[config.mk]
export PLATFORM = sky130hd
export DESIGN_NAME = limn2600_cache_ctrl
export DESIGN_NICKNAME = d
export VERILOG_FILES = /design/src/rtl/limn2600_cache_ctrl.sv
export SDC_FILE = /design/constraint.sdc
export NUM_CORES = 2
export LEC_CHECK = 0
export ABC_AREA = 1
export CELL_PAD_IN_SITES_DETAIL_PLACEMENT = 1
export CELL_PAD_IN_SITES_GLOBAL_PLACEMENT = 1
export CORE_UTILIZATION = 38
export DETAILED_ROUTE_END_ITERATION = 8
export HOLD_SLACK_MARGIN = 0.12
export PLACE_DENSITY_LB_ADDON = 0.1
export SETUP_SLACK_MARGIN = 0.5
export SLEW_MARGIN = 20
export SYNTH_ARGS = -nofsm -noshare
export SYNTH_HDL_FRONTEND = slang
export SYNTH_SLANG_ARGS = --single-unit
[constraint.sdc]
create_clock -name clk -period 7.1 [get_ports clk]
set_input_delay 0.71 -clock clk [delete_from_list [all_inputs] [get_ports clk]]
set_output_delay 0.71 -clock clk [all_outputs]
set_load 0.01 [all_outputs]
[src/rtl/limn2600_cache_ctrl.sv]
// Direct-mapped, write-through, no-write-allocate cache controller with word-serial line fill.
// Define LIMN2600_CACHE_STATS_EN to add read hit/miss counters (hit_count, miss_count).
module limn2600_cache_ctrl #(
    parameter int LINES = 16,
    parameter int WORDS = 4
) (
    input  logic        clk,
    input  logic        rst,
    input  logic        cpu_req,
    input  logic        cpu_we,
    input  logic [31:0] cpu_addr,
    input  logic [31:0] cpu_wdata,
    output logic [31:0] cpu_rdata,
    output logic        cpu_ack,
    input  logic        flush,
    output logic        mem_req,
    output logic        mem_we,
    output logic [31:0] mem_addr,
    output logic [31:0] mem_wdata,
    input  logic [31:0] mem_rdata,
    input  logic        mem_ack
`ifdef LIMN2600_CACHE_STATS_EN
    ,
    output logic [31:0] hit_count,
    output logic [31:0] miss_count
`endif
);

    localparam int OFF_W = $clog2(WORDS);
    localparam int IDX_W = $clog2(LINES);
    localparam int TAG_W = 30 - OFF_W - IDX_W;

    typedef enum logic [2:0] {IDLE, LOOKUP, FILL, WRITE, RESP} state_t;

    state_t              state;
    logic [31:2]         addr_q;
    logic                we_q;
    logic [31:0]         wdata_q;
    logic [OFF_W-1:0]    fill_cnt;
    logic                flush_pend;
    logic [LINES-1:0]    valid;

    logic [TAG_W-1:0]    tag_mem  [0:LINES-1];
    logic [31:0]         data_mem [0:LINES*WORDS-1];

    logic [OFF_W-1:0]    off_q;
    logic [IDX_W-1:0]    idx_q;
    logic [TAG_W-1:0]    tag_q;
    logic                hit;
    logic [31:0]         hit_word;
    logic                mem_take;
    logic                fill_last;

    logic                     data_we;
    logic [IDX_W+OFF_W-1:0]   data_waddr;
    logic [31:0]              data_wdata;
    logic                     tag_we;

    // Byte-lane bits carry no meaning for word accesses.
    logic unused_addr_lsb;
    assign unused_addr_lsb = &{1'b0, cpu_addr[1:0]};

    assign off_q     = addr_q[2 +: OFF_W];
    assign idx_q     = addr_q[2+OFF_W +: IDX_W];
    assign tag_q     = addr_q[31 -: TAG_W];
    assign hit       = valid[idx_q] && (tag_mem[idx_q] == tag_q);
    assign hit_word  = data_mem[{idx_q, off_q}];
    assign mem_take  = mem_req && mem_ack;
    assign fill_last = (fill_cnt == OFF_W'(WORDS-1));

    always_comb begin
        data_we    = 1'b0;
        data_waddr = {idx_q, fill_cnt};
        data_wdata = mem_rdata;
        if (state == FILL && mem_take) begin
            data_we = 1'b1;
        end else if (state == WRITE && mem_take && hit) begin
            data_we    = 1'b1;
            data_waddr = {idx_q, off_q};
            data_wdata = wdata_q;
        end
    end

    assign tag_we = (state == FILL) && mem_take && fill_last;

    // Tag and data arrays hold no reset; the valid bits alone qualify their contents.
    always_ff @(posedge clk) begin
        if (data_we) begin
            data_mem[data_waddr] <= data_wdata;
        end
        if (tag_we) begin
            tag_mem[idx_q] <= tag_q;
        end
    end

    always_ff @(posedge clk or posedge rst) begin
        if (rst) begin
            state      <= IDLE;
            addr_q     <= '0;
            we_q       <= 1'b0;
            wdata_q    <= '0;
            fill_cnt   <= '0;
            flush_pend <= 1'b0;
            valid      <= '0;
            cpu_ack    <= 1'b0;
            cpu_rdata  <= '0;
            mem_req    <= 1'b0;
            mem_we     <= 1'b0;
            mem_addr   <= '0;
            mem_wdata  <= '0;
`ifdef LIMN2600_CACHE_STATS_EN
            hit_count  <= '0;
            miss_count <= '0;
`endif
        end else begin
            if (state != IDLE && flush) begin
                flush_pend <= 1'b1;
            end
            case (state)
                IDLE: begin
                    // A flush owns the IDLE cycle; the request is taken on a later one.
                    if (flush || flush_pend) begin
                        valid      <= '0;
                        flush_pend <= 1'b0;
                    end else if (cpu_req) begin
                        addr_q  <= cpu_addr[31:2];
                        we_q    <= cpu_we;
                        wdata_q <= cpu_wdata;
                        state   <= LOOKUP;
                    end
                end
                LOOKUP: begin
                    if (we_q) begin
                        mem_req   <= 1'b1;
                        mem_we    <= 1'b1;
                        mem_addr  <= {addr_q, 2'b00};
                        mem_wdata <= wdata_q;
                        state     <= WRITE;
                    end else if (hit) begin
                        cpu_ack   <= 1'b1;
                        cpu_rdata <= hit_word;
                        state     <= RESP;
`ifdef LIMN2600_CACHE_STATS_EN
                        hit_count <= hit_count + 32'd1;
`endif
                    end else begin
                        // Line is invalid while refilling so an aborted fill never hits.
                        valid[idx_q] <= 1'b0;
                        mem_req      <= 1'b1;
                        mem_we       <= 1'b0;
                        mem_addr     <= {addr_q[31:2+OFF_W], {(OFF_W+2){1'b0}}};
                        fill_cnt     <= '0;
                        state        <= FILL;
`ifdef LIMN2600_CACHE_STATS_EN
                        miss_count   <= miss_count + 32'd1;
`endif
                    end
                end
                FILL: begin
                    if (mem_take) begin
                        if (fill_cnt == off_q) begin
                            cpu_rdata <= mem_rdata;
                        end
                        if (fill_last) begin
                            valid[idx_q] <= 1'b1;
                            mem_req      <= 1'b0;
                            cpu_ack      <= 1'b1;
                            state        <= RESP;
                        end else begin
                            fill_cnt <= fill_cnt + 1'b1;
                            mem_addr <= mem_addr + 32'd4;
                        end
                    end
                end
                WRITE: begin
                    if (mem_take) begin
                        mem_req   <= 1'b0;
                        mem_we    <= 1'b0;
                        cpu_ack   <= 1'b1;
                        cpu_rdata <= '0;
                        state     <= RESP;
                    end
                end
                RESP: begin
                    cpu_ack <= 1'b0;
                    state   <= IDLE;
                end
                default: begin
                    state <= IDLE;
                end
            endcase
        end
    end

endmodule
==> results.yml <==
outcome:
  status: "finished, final reports clean"
clocking:
  clkTransAtPathRegs_ns: 0.06
  cts_buffers: 292
  ctsHoldBuffers: 0
  clock_sinks: 2614
  clockBufferDepth: 4
  clk_latency_ns: 0.92
  htreeDepth: 5
  tritoncts: "yes"
  cts_root_buf: "clkbuf_16"
  post_cts_resized: 0
  cts_setup_buffers: 0
floorplanning:
  die_h_um: 526
  initial_core_util: 0.382
  dieArea_sq_um: 277000
  fp.dieW_um: 526
  io_pins: 201
  rows: 192
  design.core.area_sq_um: 273000
timing:
  setup_viol: 0
  drv_slew: 0
  post-route-min-period_ns: 5.67
  hold_viol: 0
  maxClockFrequency_mhz: 176
  finalClockSkew_ns: 0.0667
  fin_setup_tns_ns: 0
  rsz0062_at_grt: "no"
  worst_pin_slew_ns: 1.19
  slew_headroom: 0.210
  post-route-period-util: 0.798
placement:
  io_buffers: 196
  dp_hpwl_mm: 215
  dpl_cell_area_sq_um: 113000
  gp_congestion: 0.807
  dp.cells: 12000
global_routing:
  antenna_found_initial: 15
  grt_use_total: 0.266
  grt_max_degree: 152
  grt_pass1_vias: 70900
  grt_first_pass_wirelength_mm: 532
  grt_remaining_overflow: 0
synth:
  yosysMostFrequentCell: "edfxtp_1"
  syn-cell-area_sq_um: 104000
  synth-main-ff-cell: "edfxtp_1"
  synth-async-reset-ratio: 0.0696
  ys_warn_count: 0
  synth_common_cells: "edfxtp_1 (2432), nand2_1 (1533), nor2_1 (1305), o21ai_0 (1178), o22ai_1 (507)"
  ys_seq_area_frac: 0.743
  synth_top_cell_by_area: "edfxtp_1"
  ys_ff_latch: 2614
  synthTopCellsByArea: "edfxtp_1 (70%), o21ai_0 (5.6%), nand2_1 (5.5%), nor2_1 (4.7%), dfrtp_1 (4.4%)"
  ys_types: 52
  syn_area_per_cell_sq_um: 12.3
  synth_edf_count: 2432
  synth_top_area_share: 0.700
  syn_inst: 8463
power:
  vdd_drop_max_v: 0.000195
  powerDensity_nw_per_um2: 339
  p_leak_uw: 0.0410
worst_setup_path:
  cp-start-kind: "flop"
  cp_cell_sequence: "inv_6 -> buf_4 -> nand2_1 -> nand2_1 -> nand2_1 -> nand2_1 -> nand2_1 -> nand2_1 -> o21ai_0 -> nand2_1 -> nand2_1 -> nor2_1 -> nand2_1 -> nor2_2 -> nand3_4 -> buf_4 -> o21ai_4 -> buf_4"
  path_buf_inv: 4
  cp_slowest_cell: "buf_4"
  end_kind: "flop"
  crit_type: "flop to flop"
  slowest_delay_ns: 0.64
  cp_top_family: "buffers and inverters"
  cp_data_required_time_ns: 7.69
  cp_common_cell: "nand2_1"
  arrival_ns: 6.26
  cp_max_fo: 79
finish:
  final_cells: 12500
  design_area_sq_um: 122000
  syn2layout_area_growth_pct: 16.6
  drive_gt1_frac: 0.0919
  nets: 8787
routing:
  routedWlPerCell_um: 30.0
  drt-pass1-iter-count: 5
  vias: 71200
  ant_nets: 0
  drt-initial-drc-count: 6860
  remaining_drc_errors: 0
  wl_mm: 375
  vias_per_cell: 5.69
run:
  maxCapViolCount: 0
min_path:
  min_path_type: "input pin to asynchronous set/reset pin"
==> worst paths after layout <==
check                         startpoint         endpoint  slack, ns  cells past startpoint
setup / recovery               addr_q[4]  data_mem[0][28]       1.43                     18
hold reg to reg            cpu_rdata[11]    cpu_rdata[11]       0.47                      2
min in group clk            cpu_wdata[8]       wdata_q[8]       0.40                      3
max in group asynchronous            rst        addr_q[3]       5.39                      3
hold / removal                       rst    mem_wdata[15]       0.39                      2
setup reg to reg               addr_q[4]  data_mem[0][28]       1.43                     18
==> layout make-up <==
class	count	area, sq um
fill	28100	152000
sequential	2614	77600
multi-input combinational	5162	25200
clock buffer	374	7760
timing repair buffer	460	4820
tap	3589	4490
clock inverter	146	1220
inverter	153	613
antenna	10	25.0
==> sequential cells by signal, indices dropped and copies added (netlist names), 2 cells and up <==
register   flops
tag_mem      384
data_mem    2048
mem_wdata     32
addr_q        30
valid         16
cpu_rdata     32
state          3
mem_addr      30
wdata_q       32
fill_cnt       2
==> report_power, final <==
group | internal (uW) | total, uW | leakage, uW | switching (uW)
combinational | 2520 | 8920 | 0.0128 | 6400
clock | 8240 | 14600 | 0.00438 | 6330
sequential | 17300 | 17800 | 0.0238 | 497
total | 28100 | 41300 | 0.0410 | 13200
==> cells in the final DEF, fill, tap and decap left out, drive strengths merged, types with 2 or more instances in the layout <==
cell type and instances:
a2bb2oi 2, clkinvlp 4, a221oi 2, nand4 67
a31o 2, a22o 159, o21ai 1221, nor4 8
nor3b 2, nor3 34, ha 2, nand3 133
conb 2, nand2 1536, dfrtp 182, o31ai 6
xnor2 9, xor2 14, bufinv 13, clkinv 119
o21bai 3, diode 10, mux2 3, edfxtp 2432
nor2 1311, a22oi 8, a21oi 95, inv 163
clkbuf 374, buf 264, nand3b 3, o22ai 507
clkdlybuf4s50 196, mux2i 23
==> metrics by stage <==
| step | utilization | setup WS [ns] | hold WS (ns) | total power (uW) |
|---|---|---|---|---|
| global placement | 0.412 | 1.21 | 0.456 | 26800 |
| CTS | 0.445 | 1.36 | 0.344 | 41500 |
| global route | 0.445 | 1.09 | 0.412 | 42800 |
| finish | 0.445 | 1.43 | 0.385 | 41300 |
| detailed placement | 0.412 | 1.39 | 0.462 | 27000 |
| floorplan | - | 1.45 | 0.469 | 22600 |
==> metal layers <==
metal / global-route usage / share of wire
met5: 0 / 0.000091
met4: 0.0649 / 0.024
met3: 0.0354 / 0.061
met2: 0.431 / 0.47
met1: 0.379 / 0.45
==> cells by family after synthesis <==
logic type	Yosys count	synth area share
buffers and inverters	688	0.0262
XOR/XNOR	23	0.00193
AND/OR/NAND/NOR	3096	0.117
multiplexers	26	0.00253
flip-flops	2614	0.743
AO/OA/AOI/OAI	2013	0.109
adder cells (fa/ha/maj)	2	0.000240
other	1	0.0000359
Note: power is estimated with default switching activity, not from simulation.
